==> config.mk <==
export PLATFORM = sky130hd
export DESIGN_NAME = req_trans_segmenter_flat
export DESIGN_NICKNAME = d
export VERILOG_FILES = /design/src/rtl/req_trans_segmenter_pkg.sv /design/src/rtl/req_trans_segmenter_if.sv /design/src/rtl/req_trans_pmtu_decode.sv /design/src/rtl/req_trans_segmenter.sv /design/src/flat_wrapper.sv
export SDC_FILE = /design/constraint.sdc
export NUM_CORES = 1
export LEC_CHECK = 0
export BUFFER_PORTS_ARGS = -buffer_cell sky130_fd_sc_hd__buf_2
export CORE_AREA = 2 2 220 222
export DETAILED_ROUTE_END_ITERATION = 16
export DIE_AREA = 0 0 222 224
export PLACE_DENSITY = 0.51
export SYNTH_ARGS = -nofsm -noshare
export SYNTH_HDL_FRONTEND = slang
export SYNTH_SLANG_ARGS = --single-unit
==> constraint.sdc <==
create_clock -name clk -period 4.7 [get_ports clk]
set_clock_uncertainty 0.05 [all_clocks]
set_input_delay 0.94 -clock clk [delete_from_list [all_inputs] [get_ports clk]]
set_output_delay 0.94 -clock clk [all_outputs]
set_load 0.1 [all_outputs]
==> src/rtl/req_trans_segmenter_pkg.sv <==
// Shared constants for the requester transmit segmenter: field offsets, PMTU codes,
// PSN width and FSM state encoding.
package req_trans_segmenter_pkg;

  localparam int unsigned CxtHeadW  = 128;
  localparam int unsigned MetaW     = 256;
  localparam int unsigned NetMetaW  = 128;
  localparam int unsigned PsnUpdW   = 40;

  localparam int unsigned PsnW      = 24;
  localparam int unsigned QpnW      = 16;
  localparam int unsigned LenW      = 32;
  localparam int unsigned OpW       = 5;
  localparam int unsigned PmtuCodeW = 3;
  localparam int unsigned PayloadW  = 13;
  localparam int unsigned Log2W     = 4;

  // Context head fields
  localparam int unsigned HeadPsnOff  = 0;
  localparam int unsigned HeadPmtuOff = 24;
  localparam int unsigned HeadUsedW   = 27;

  // Sub-WQE meta fields
  localparam int unsigned DataQpnOff = 0;
  localparam int unsigned DataLenOff = 16;
  localparam int unsigned DataOpOff  = 48;
  localparam int unsigned DataUsedW  = 53;

  // Per-packet net meta fields
  localparam int unsigned NmQpnOff   = 0;
  localparam int unsigned NmPsnOff   = 16;
  localparam int unsigned NmPayOff   = 40;
  localparam int unsigned NmOpOff    = 53;
  localparam int unsigned NmFirstBit = 58;
  localparam int unsigned NmLastBit  = 59;
  localparam int unsigned NmOffOff   = 60;

  // PSN write-back fields
  localparam int unsigned PuQpnOff = 0;
  localparam int unsigned PuPsnOff = 16;

  localparam logic [PmtuCodeW-1:0] Pmtu256  = 3'd1;
  localparam logic [PmtuCodeW-1:0] Pmtu512  = 3'd2;
  localparam logic [PmtuCodeW-1:0] Pmtu1024 = 3'd3;
  localparam logic [PmtuCodeW-1:0] Pmtu2048 = 3'd4;
  localparam logic [PmtuCodeW-1:0] Pmtu4096 = 3'd5;

  localparam logic [1:0] StIdle   = 2'd0;
  localparam logic [1:0] StSeg    = 2'd1;
  localparam logic [1:0] StUpdate = 2'd2;

  function automatic logic [NetMetaW-1:0] pack_net_meta(
    input logic [QpnW-1:0]     qpn,
    input logic [PsnW-1:0]     psn,
    input logic [PayloadW-1:0] payload,
    input logic [OpW-1:0]      opcode,
    input logic                first,
    input logic                last,
    input logic [LenW-1:0]     offset
  );
    logic [NetMetaW-1:0] m;
    m = '0;
    m[NmQpnOff +: QpnW]     = qpn;
    m[NmPsnOff +: PsnW]     = psn;
    m[NmPayOff +: PayloadW] = payload;
    m[NmOpOff +: OpW]       = opcode;
    m[NmFirstBit]           = first;
    m[NmLastBit]            = last;
    m[NmOffOff +: LenW]     = offset;
    return m;
  endfunction

endpackage

==> src/rtl/req_trans_segmenter_if.sv <==
// Bus bundle for the segmenter: context-fetch completion in, packet meta and PSN
// write-back out.
interface req_trans_segmenter_if #(
  parameter int unsigned CXT_HEAD_WIDTH = req_trans_segmenter_pkg::CxtHeadW,
  parameter int unsigned META_WIDTH     = req_trans_segmenter_pkg::MetaW,
  parameter int unsigned NET_META_WIDTH = req_trans_segmenter_pkg::NetMetaW
);

  logic                      fetch_cxt_egress_valid;
  logic [CXT_HEAD_WIDTH-1:0] fetch_cxt_egress_head;
  logic [META_WIDTH-1:0]     fetch_cxt_egress_data;
  logic                      fetch_cxt_egress_start;
  logic                      fetch_cxt_egress_last;
  logic                      fetch_cxt_egress_ready;

  logic                      net_meta_valid;
  logic [NET_META_WIDTH-1:0] net_meta_data;
  logic                      net_meta_ready;

  logic                      psn_update_valid;
  logic [39:0]               psn_update_data;
  logic                      psn_update_ready;

  // Upstream/downstream environment side
  modport master (
    output fetch_cxt_egress_valid, fetch_cxt_egress_head, fetch_cxt_egress_data,
    output fetch_cxt_egress_start, fetch_cxt_egress_last,
    input  fetch_cxt_egress_ready,
    input  net_meta_valid, net_meta_data,
    output net_meta_ready,
    input  psn_update_valid, psn_update_data,
    output psn_update_ready
  );

  // Segmenter side
  modport slave (
    input  fetch_cxt_egress_valid, fetch_cxt_egress_head, fetch_cxt_egress_data,
    input  fetch_cxt_egress_start, fetch_cxt_egress_last,
    output fetch_cxt_egress_ready,
    output net_meta_valid, net_meta_data,
    input  net_meta_ready,
    output psn_update_valid, psn_update_data,
    input  psn_update_ready
  );

endinterface

==> src/rtl/req_trans_pmtu_decode.sv <==
// Maps the 3-bit PMTU code to payload bytes and log2; unknown codes fall back to 4096.
module req_trans_pmtu_decode
  import req_trans_segmenter_pkg::*;
(
  input  logic [PmtuCodeW-1:0] code,
  output logic [PayloadW-1:0]  num_bytes,
  output logic [Log2W-1:0]     log2_bytes
);

  always_comb begin
    case (code)
      Pmtu256:  log2_bytes = 4'd8;
      Pmtu512:  log2_bytes = 4'd9;
      Pmtu1024: log2_bytes = 4'd10;
      Pmtu2048: log2_bytes = 4'd11;
      Pmtu4096: log2_bytes = 4'd12;
      default:  log2_bytes = 4'd12;
    endcase
    num_bytes = PayloadW'(1) << log2_bytes;
  end

endmodule

==> src/rtl/req_trans_segmenter.sv <==
// Splits one sub-WQE completion into PMTU-sized packet metadata with consecutive PSNs,
// then issues a next-PSN write-back.
module req_trans_segmenter
  import req_trans_segmenter_pkg::*;
(
  input logic                  clk,
  input logic                  rst_n,
  req_trans_segmenter_if.slave bus
);

  logic [1:0]          state_q, state_d;
  logic                alive_q;
  logic [QpnW-1:0]     qpn_q, qpn_d;
  logic [OpW-1:0]      opcode_q, opcode_d;
  logic [PsnW-1:0]     psn_q, psn_d;
  logic [PayloadW-1:0] pmtu_q, pmtu_d;
  logic [LenW-1:0]     offset_q, offset_d;
  logic [LenW-1:0]     remaining_q, remaining_d;

  logic [PayloadW-1:0] pmtu_bytes;
  logic [Log2W-1:0]    pmtu_log2;
  logic [PayloadW-1:0] payload;
  logic                is_first, is_last;
  logic                egress_ready, egress_fire;
  logic                meta_valid, meta_fire;
  logic                upd_valid, upd_fire;

  req_trans_pmtu_decode u_pmtu_decode (
    .code       (bus.fetch_cxt_egress_head[HeadPmtuOff +: PmtuCodeW]),
    .num_bytes  (pmtu_bytes),
    .log2_bytes (pmtu_log2)
  );

  // alive_q holds ready low for the reset cycle itself
  assign egress_ready = alive_q && (state_q == StIdle);
  assign meta_valid   = (state_q == StSeg);
  assign upd_valid    = (state_q == StUpdate);
  assign egress_fire  = egress_ready && bus.fetch_cxt_egress_valid;
  assign meta_fire    = meta_valid && bus.net_meta_ready;
  assign upd_fire     = upd_valid && bus.psn_update_ready;

  // remaining <= pmtu also covers the zero-length single packet
  assign is_last  = remaining_q <= LenW'(pmtu_q);
  assign is_first = (offset_q == '0);
  assign payload  = is_last ? remaining_q[PayloadW-1:0] : pmtu_q;

  always_comb begin
    state_d     = state_q;
    qpn_d       = qpn_q;
    opcode_d    = opcode_q;
    psn_d       = psn_q;
    pmtu_d      = pmtu_q;
    offset_d    = offset_q;
    remaining_d = remaining_q;
    case (state_q)
      StIdle: begin
        if (egress_fire) begin
          qpn_d       = bus.fetch_cxt_egress_data[DataQpnOff +: QpnW];
          opcode_d    = bus.fetch_cxt_egress_data[DataOpOff +: OpW];
          remaining_d = bus.fetch_cxt_egress_data[DataLenOff +: LenW];
          psn_d       = bus.fetch_cxt_egress_head[HeadPsnOff +: PsnW];
          pmtu_d      = pmtu_bytes;
          offset_d    = '0;
          state_d     = StSeg;
        end
      end
      StSeg: begin
        if (meta_fire) begin
          psn_d       = psn_q + PsnW'(1);
          offset_d    = offset_q + LenW'(payload);
          remaining_d = remaining_q - LenW'(payload);
          if (is_last) state_d = StUpdate;
        end
      end
      StUpdate: begin
        if (upd_fire) state_d = StIdle;
      end
      default: state_d = StIdle;
    endcase
  end

  always_ff @(posedge clk) begin
    if (!rst_n) begin
      state_q     <= StIdle;
      alive_q     <= 1'b0;
      qpn_q       <= '0;
      opcode_q    <= '0;
      psn_q       <= '0;
      pmtu_q      <= '0;
      offset_q    <= '0;
      remaining_q <= '0;
    end else begin
      state_q     <= state_d;
      alive_q     <= 1'b1;
      qpn_q       <= qpn_d;
      opcode_q    <= opcode_d;
      psn_q       <= psn_d;
      pmtu_q      <= pmtu_d;
      offset_q    <= offset_d;
      remaining_q <= remaining_d;
    end
  end

  assign bus.fetch_cxt_egress_ready = egress_ready;
  assign bus.net_meta_valid         = meta_valid;
  assign bus.net_meta_data          = meta_valid ?
      pack_net_meta(qpn_q, psn_q, payload, opcode_q, is_first, is_last, offset_q) : '0;
  assign bus.psn_update_valid       = upd_valid;
  assign bus.psn_update_data        = upd_valid ? {psn_q, qpn_q} : '0;

  logic unused_in;
  assign unused_in = ^{bus.fetch_cxt_egress_head[CxtHeadW-1:HeadUsedW],
                       bus.fetch_cxt_egress_data[MetaW-1:DataUsedW],
                       bus.fetch_cxt_egress_start, bus.fetch_cxt_egress_last, pmtu_log2};

endmodule
==> src/flat_wrapper.sv <==
// flat-port wrapper written by rule: the top's interface ports become plain ports
module req_trans_segmenter_flat import req_trans_segmenter_pkg::*;
  (clk, rst_n, bus_fetch_cxt_egress_valid, bus_fetch_cxt_egress_head, bus_fetch_cxt_egress_data, bus_fetch_cxt_egress_start, bus_fetch_cxt_egress_last, bus_fetch_cxt_egress_ready, bus_net_meta_valid, bus_net_meta_data, bus_net_meta_ready, bus_psn_update_valid, bus_psn_update_data, bus_psn_update_ready);
  req_trans_segmenter_if bus_i ();
  input logic clk;
  input logic rst_n;
  input wire logic [$bits(bus_i.fetch_cxt_egress_valid)-1:0] bus_fetch_cxt_egress_valid;
  input wire logic [$bits(bus_i.fetch_cxt_egress_head)-1:0] bus_fetch_cxt_egress_head;
  input wire logic [$bits(bus_i.fetch_cxt_egress_data)-1:0] bus_fetch_cxt_egress_data;
  input wire logic [$bits(bus_i.fetch_cxt_egress_start)-1:0] bus_fetch_cxt_egress_start;
  input wire logic [$bits(bus_i.fetch_cxt_egress_last)-1:0] bus_fetch_cxt_egress_last;
  output wire logic [$bits(bus_i.fetch_cxt_egress_ready)-1:0] bus_fetch_cxt_egress_ready;
  output wire logic [$bits(bus_i.net_meta_valid)-1:0] bus_net_meta_valid;
  output wire logic [$bits(bus_i.net_meta_data)-1:0] bus_net_meta_data;
  input wire logic [$bits(bus_i.net_meta_ready)-1:0] bus_net_meta_ready;
  output wire logic [$bits(bus_i.psn_update_valid)-1:0] bus_psn_update_valid;
  output wire logic [$bits(bus_i.psn_update_data)-1:0] bus_psn_update_data;
  input wire logic [$bits(bus_i.psn_update_ready)-1:0] bus_psn_update_ready;
  assign bus_i.fetch_cxt_egress_valid = bus_fetch_cxt_egress_valid;
  assign bus_i.fetch_cxt_egress_head = bus_fetch_cxt_egress_head;
  assign bus_i.fetch_cxt_egress_data = bus_fetch_cxt_egress_data;
  assign bus_i.fetch_cxt_egress_start = bus_fetch_cxt_egress_start;
  assign bus_i.fetch_cxt_egress_last = bus_fetch_cxt_egress_last;
  assign bus_fetch_cxt_egress_ready = bus_i.fetch_cxt_egress_ready;
  assign bus_net_meta_valid = bus_i.net_meta_valid;
  assign bus_net_meta_data = bus_i.net_meta_data;
  assign bus_i.net_meta_ready = bus_net_meta_ready;
  assign bus_psn_update_valid = bus_i.psn_update_valid;
  assign bus_psn_update_data = bus_i.psn_update_data;
  assign bus_i.psn_update_ready = bus_psn_update_ready;
  req_trans_segmenter u_core (.clk(clk), .rst_n(rst_n), .bus(bus_i));
endmodule
==> results.toml, run 1 <==
[worst_setup_path]
worst_path_largest_cell_delay_ns = 0.56
crit_top_cell = "buf_4"
crit_chain = "or4_4 -> or4_4 -> nor4_4 -> o21a_1 -> buf_4 -> buf_4 -> nor2_1 -> a21oi_1 -> buf_4 -> nor2_1 -> buf_2"
r2r_cells = 17
cpMaxStageDelayCell = "or4_4"
critPathMaxFanout = 9
end_kind = "output port"
critPathKind = "flop to output port"
crit_required_ns = 3.71
worstPathArrival_ns = 3.51
start_kind = "flop"

[yosys]
synth-async-reset-ratio = 0
synthCells = 1042
syn_area_per_cell_um2 = 7.39
yosys.cell_types.count = 64
ys_warn_count = 0
synth-edff-count = 0
yosys_most_used_dff = "dfxtp_1"
ys_seq_area_frac = 0.304
synth-seq-cells = 117
syn_area_mm2 = 0.00770

[die]
die_x_um = 222
core-area_mm2 = 0.0473
die_area_mm2 = 0.0497
die_y_um = 224
start_util = 0.163
rows = 80
pin_count = 562

[power_and_ir_drop]
peakVddDrop_mv = 0.136
p_leak_nw = 4.50
p_clk_frac = 0.397
p_per_area_mw_per_mm2 = 363
combPwrFrac = 0.292
seqPwrFrac = 0.311
total_power_mw = 3.74
p_sw_mw = 1.37
power.internal_mw = 2.37
p_sw_frac = 0.366

[global_route]
antenna_found_initial = 4
grt_pass1_wl_um = 46300
grt_max_degree = 59
grt_overflow = 0
grt_usage = 0.122
grt_pass1_vias = 7584

[place]
place_area_mm2 = 0.00955
place_inst = 1851
numPortBuffers = 219
pre_cts_ws_ns = -0.0305
place.gp.congestion = 0.811
dpl.hpwl_um = 23100

[clock_tree]
cts_tree = "built"
root_buffer = "clkbuf_16"
cts_buffer_depth = 2
cts_num_sinks = 117
clk_latency_ns = 0.44
clk_pin_slew_worst_paths_ns = 0.06
htreeDepth = 4
cts_made_buffers = 17

[drt]
vias = 8216
postRouteAntennaNets = 0
drc = 0
drt-initial-drc-count = 725
drt_wl_total_um = 31200
firstDrtPassIters = 5
vias_per_cell = 4.36
wl_per_cell_um = 16.5

[outcome]
status = "complete, no violations"

[timing]
finalSetupViolCount = 0
worst_slew_margin_rel = 0.419
fin_setup_tns_ns = 0
final_hold_viol_count = 0
timing.fmax_ghz = 0.222
holdWs_ns = 0.403
layout_min_cycle_time_ns = 4.50
worst_slack_ns = 0.202
finalCritPeriodShare = 0.957
slew_violations = 0
worstMarginPinSlew_ns = 0.871

[layout]
syn_to_final_growth_pct = 33.7
final_nets = 1675
final_core_util = 0.217
fin_area_mm2 = 0.0103
drive_gt1_frac = 0.253
nFillCells = 5312
instances_no_fill = 1885

[run]
max_cap_viol_count = 0

[worst_hold_path]
hold_path_class = "flop to flop"
worstHoldPathCells = 2
[power by group through the flow]
stage | Sequential (mW) | Combinational, mW | Clock, mW
3_3_place_gp | 1.18 | 1.07 | 0
6_report | 1.16 | 1.09 | 1.48
5_1_grt | 1.17 | 1.19 | 1.57
3_5_place_dp | 1.18 | 1.08 | 0
4_1_cts | 1.16 | 1.09 | 1.52
2_1_floorplan | 1.14 | 0.811 | 0
[Yosys cell counts (all sizes together), types with 4 or more instances]
library cell	count	area (um2)
nor3	33	165
and2	123	769
nand3	21	105
or4	7	60.1
nand4	9	56.3
buf	42	298
o21ai	48	240
xor2	9	78.8
o31ai	5	51.3
a21o	6	45.0
a31oi	8	50.1
nor2	123	462
mux2i	4	40.0
a211oi	13	97.6
a222oi	8	80.1
a221oi	7	67.6
and3	17	106
xnor2	26	228
inv	31	116
a22oi	24	180
a311oi	10	87.6
a21oi	85	429
a32o	4	40.0
or3	8	50.1
ha	27	338
o32ai	4	35.0
nor3b	5	37.5
clkbuf	58	218
nand2	101	379
nor4	20	140
dfxtp	117	2340
[critical path, delay by kind of cell, from the launching register on]
kind                   cells  cell delay (ns)
and+or+nand+nor            5             1.45
AOI/OAI and AO/OA          2             0.44
buffers and inverters      4             0.81
DFF                        1             0.36
[path summary, 6_finish.rpt]
| path | startpoint | endpoint | slack (ns) |
|---|---|---|---|
| hold / removal | u_core.opcode_q[4] | u_core.opcode_q[4] | 0.40 |
| hold reg to reg | u_core.opcode_q[4] | u_core.opcode_q[4] | 0.40 |
| setup reg to reg | u_core.remaining_q[19] | u_core.remaining_q[18] | 0.27 |
| setup / recovery | u_core.remaining_q[19] | bus_net_meta_data[52] | 0.20 |
[logic make-up (layout without fill, tap and decap cells)]
group | count (synthesis) | count (layout) | share of synthesized area
buffers and inverters | 131 | 323 | 0.0821
adders and majority gates | 28 | 28 | 0.0465
AOI/OAI and AO/OA | 241 | 241 | 0.202
and+or+nand+nor | 484 | 484 | 0.319
DFF | 117 | 117 | 0.304
muxes | 4 | 4 | 0.00520
other | 2 | 38 | 0.000975
xor gates and xnor gates | 35 | 35 | 0.0398
[registers in the layout, summed over array words and instances (netlist names)]
register / cells
u_core.pmtu_q: 5
u_core.offset_q: 32
u_core.psn_q: 24
u_core.qpn_q: 16
u_core.opcode_q: 5
u_core.state_q: 2
u_core.remaining_q: 32
u_core.alive_q: 1
[per-layer routing]
metal / share of wire / track usage / routed length (um)
met3: 0.064 / 0.0337 / 2000
met4: 0.0084 / 0.0224 / 263
met5: 0.00042 / 0 / 13
met1: 0.45 / 0.160 / 14000
met2: 0.48 / 0.202 / 14900
[cell type report]
cell class / instances / area, um2 / share of cell area
tap: 615 / 769 / 0.0748
timing repair buffer: 260 / 1440 / 0.140
multi-input combinational: 829 / 4960 / 0.482
antenna: 1 / 2.50 / 0.000243
sequential: 117 / 2340 / 0.228
clock buffer: 20 / 457 / 0.0444
inverter: 31 / 116 / 0.0113
clock inverter: 12 / 201 / 0.0196
[cells in the final DEF, fill, tap and decap left out, types with 27 or more instances in the layout]
cell     instances
ha_1            27
buf_2          219
nor3_1          30
and2_1         122
dfxtp_1        117
o21ai_0         46
nor2_1         121
buf_4           38
conb_1          37
a21oi_1         80
nand2_1        101
inv_1           29
[timing repair]
item	4_1_cts	5_1_grt
pin swaps	0	2
gates resized for setup	2	12
setup endpoints to repair	4	29
hold buffers	0	0
buffers inserted	0	1
Note: power is estimated with default switching activity, not from simulation.
==> run 2: changes to the inputs <==
--- a/config.mk
+++ b/config.mk
@@ -9,7 +9,7 @@
 export CORE_AREA = 2 2 220 222
 export DETAILED_ROUTE_END_ITERATION = 16
 export DIE_AREA = 0 0 222 224
-export PLACE_DENSITY = 0.51
+export PLACE_DENSITY = 0.5
 export SYNTH_ARGS = -nofsm -noshare
 export SYNTH_HDL_FRONTEND = slang
 export SYNTH_SLANG_ARGS = --single-unit
==> constraint.sdc (replaced) <==
create_clock -name clk -period 5.7 [get_ports clk]
set_clock_uncertainty 0.05 [all_clocks]
set_input_delay 1.14 -clock clk [delete_from_list [all_inputs] [get_ports clk]]
set_output_delay 1.14 -clock clk [all_outputs]
set_load 0.1 [all_outputs]
==> run 2 against run 1 <==
  * Power fell by 21%
  * Final area shrank 3.3%
  * Cell count fell by 1.3%
  * Critical path type is now flop to flop
  * Sequential power fell by 18%
  * Critical endpoint is now u_core.remaining_q[27]
==> results.toml, run 2 (synthesized netlist as in run 1, its figures left out) <==
[clock_tree]
post-cts-setup-buffer-count = 0
cts_made_buffers = 17
root_buffer = "clkbuf_16"
clk_latency_ns = 0.44
htreeDepth = 4
cts_tree = "built"
cts_resized = 0
cts_buffer_depth = 2
hold_buffers = 0
clk_pin_slew_worst_paths_ns = 0.06
cts_num_sinks = 117

[layout]
syn_to_final_growth_pct = 29.2
top_regs = "u_core.offset_q: 32 flops, u_core.remaining_q: 32 flops, u_core.psn_q: 24 flops"
nFillCells = 5342
fin_area_mm2 = 0.00995
final_cell_mix = "buf_2 (219), and2_1 (122), nor2_1 (121)"
drive_gt1_frac = 0.227
final_nets = 1650
final_common_cell = "buf_2"

[timing]
slew_violations = 0
fin_setup_tns_ns = 0
finalSetupViolCount = 0
rsz0062_at_grt = "false"
layout_min_cycle_time_ns = 5.27
timing.fmax_ghz = 0.190
worstMarginPinSlew_ns = 1.03
worst_slack_ns = 0.432
finalCritPeriodShare = 0.924
final_hold_viol_count = 0
worst_slew_margin_rel = 0.311

[worst_setup_path]
worst_path_largest_cell_delay_ns = 0.57
worstPathArrival_ns = 5.48
start_kind = "flop"
path_buf_inv = 0
path_delay_family = "simple AND/OR/NAND/NOR gates"
cpMaxStageDelayCell = "or4_4"
r2r-start = "u_core.remaining_q[18]"
crit_required_ns = 5.91
crit_start = "u_core.remaining_q[18]"
critPathKind = "flop to flop"
crit_chain = "or4_4 -> or4_4 -> nor4_4 -> o21a_1 -> nor2_1 -> a21oi_1 -> ha_1 -> o21a_1 -> o21ai_0 -> a31oi_1 -> nor2_1 -> nand2_1 -> nor3_1 -> mux2i_1 -> a221oi_1"
end_kind = "flop"
critPathMaxFanout = 18

[place]
dpl.hpwl_um = 22000
place_area_mm2 = 0.00932
numPortBuffers = 219
pre_cts_ws_ns = 0.490
place.gp.congestion = 0.795

[global_route]
grt_max_degree = 65
met3_usage = 0.0337
antenna_found_initial = 9
grt_usage = 0.118
grt_pass1_wl_um = 45000
grt_overflow = 0
global_route.usage.met2 = 0.183
grt_pass1_vias = 7419
grt.busiest_layer = "met2"
grt_use_met1 = 0.160

[drt]
vias = 8167
firstDrtPassIters = 5
wl_per_cell_um = 16.1
drc = 0
postRouteAntennaNets = 0
drt-initial-drc-count = 593
drt_wl_total_um = 29900
vias_per_cell = 4.39

[worst_hold_path]
hold_path_class = "flop to flop"
min_from = "u_core.opcode_q[1]"

[power_and_ir_drop]
p_leak_nw = 4.32
p_per_area_mw_per_mm2 = 296
peakVddDrop_mv = 0.150

[die]
pin_count = 562
start_util = 0.163
die_area_mm2 = 0.0497
die_y_um = 224
die_x_um = 222
rows = 80
core-area_mm2 = 0.0473

[outcome]
status = "complete, no violations"

[run]
max_cap_viol_count = 0
## run 2: worst paths after layout
| kind | to | slack (ns) | cells past startpoint |
|---|---|---|---|
| worst max-delay path | u_core.remaining_q[27] | 0.43 | 15 |
| worst min-delay path | u_core.opcode_q[1] | 0.40 | 2 |
| worst max register to register | u_core.remaining_q[27] | 0.43 | 15 |
| worst min register to register | u_core.opcode_q[1] | 0.40 | 2 |
## run 2: tightest hold or removal path: cells and delay by family, from the launching register on
family | cells | cell delay (ns)
flops | 1 | 0.31
compound gates | 1 | 0.05
simple gates | 1 | 0.05
## run 2: where the power goes
group          switching, mW  internal (mW)
clock network          0.460          0.699
logic                  0.603          0.232
registers             0.0709          0.879
## run 2: area by class of cell
cell class	instances	area (um2)	share of cell area
Sequential cell	117	2340	0.235
Tap cell	615	769	0.0773
Multi-Input combinational cell	829	4880	0.490
Antenna cell	2	5.00	0.000503
Inverter	31	116	0.0117
Clock inverter	15	195	0.0196
Timing Repair Buffer	235	1220	0.122
Clock buffer	17	425	0.0428
## run 2: per-layer routing
metal  wire, um  share of wire
met1      13700           0.46
met2      13300           0.44
met4        404          0.014
met5         51         0.0017
met3       2420          0.081
## run 2: metrics by stage
stage	total power [mW]	instances	hold WS, ns	utilization
2_1_floorplan	1.61	1077	0.382	-
3_3_place_gp	1.79	1827	0.388	0.197
3_5_place_dp	1.80	1827	0.395	0.197
4_1_cts	2.98	1859	0.403	0.210
5_1_grt	3.09	1859	0.428	0.210
6_report	2.94	1861	0.402	0.210
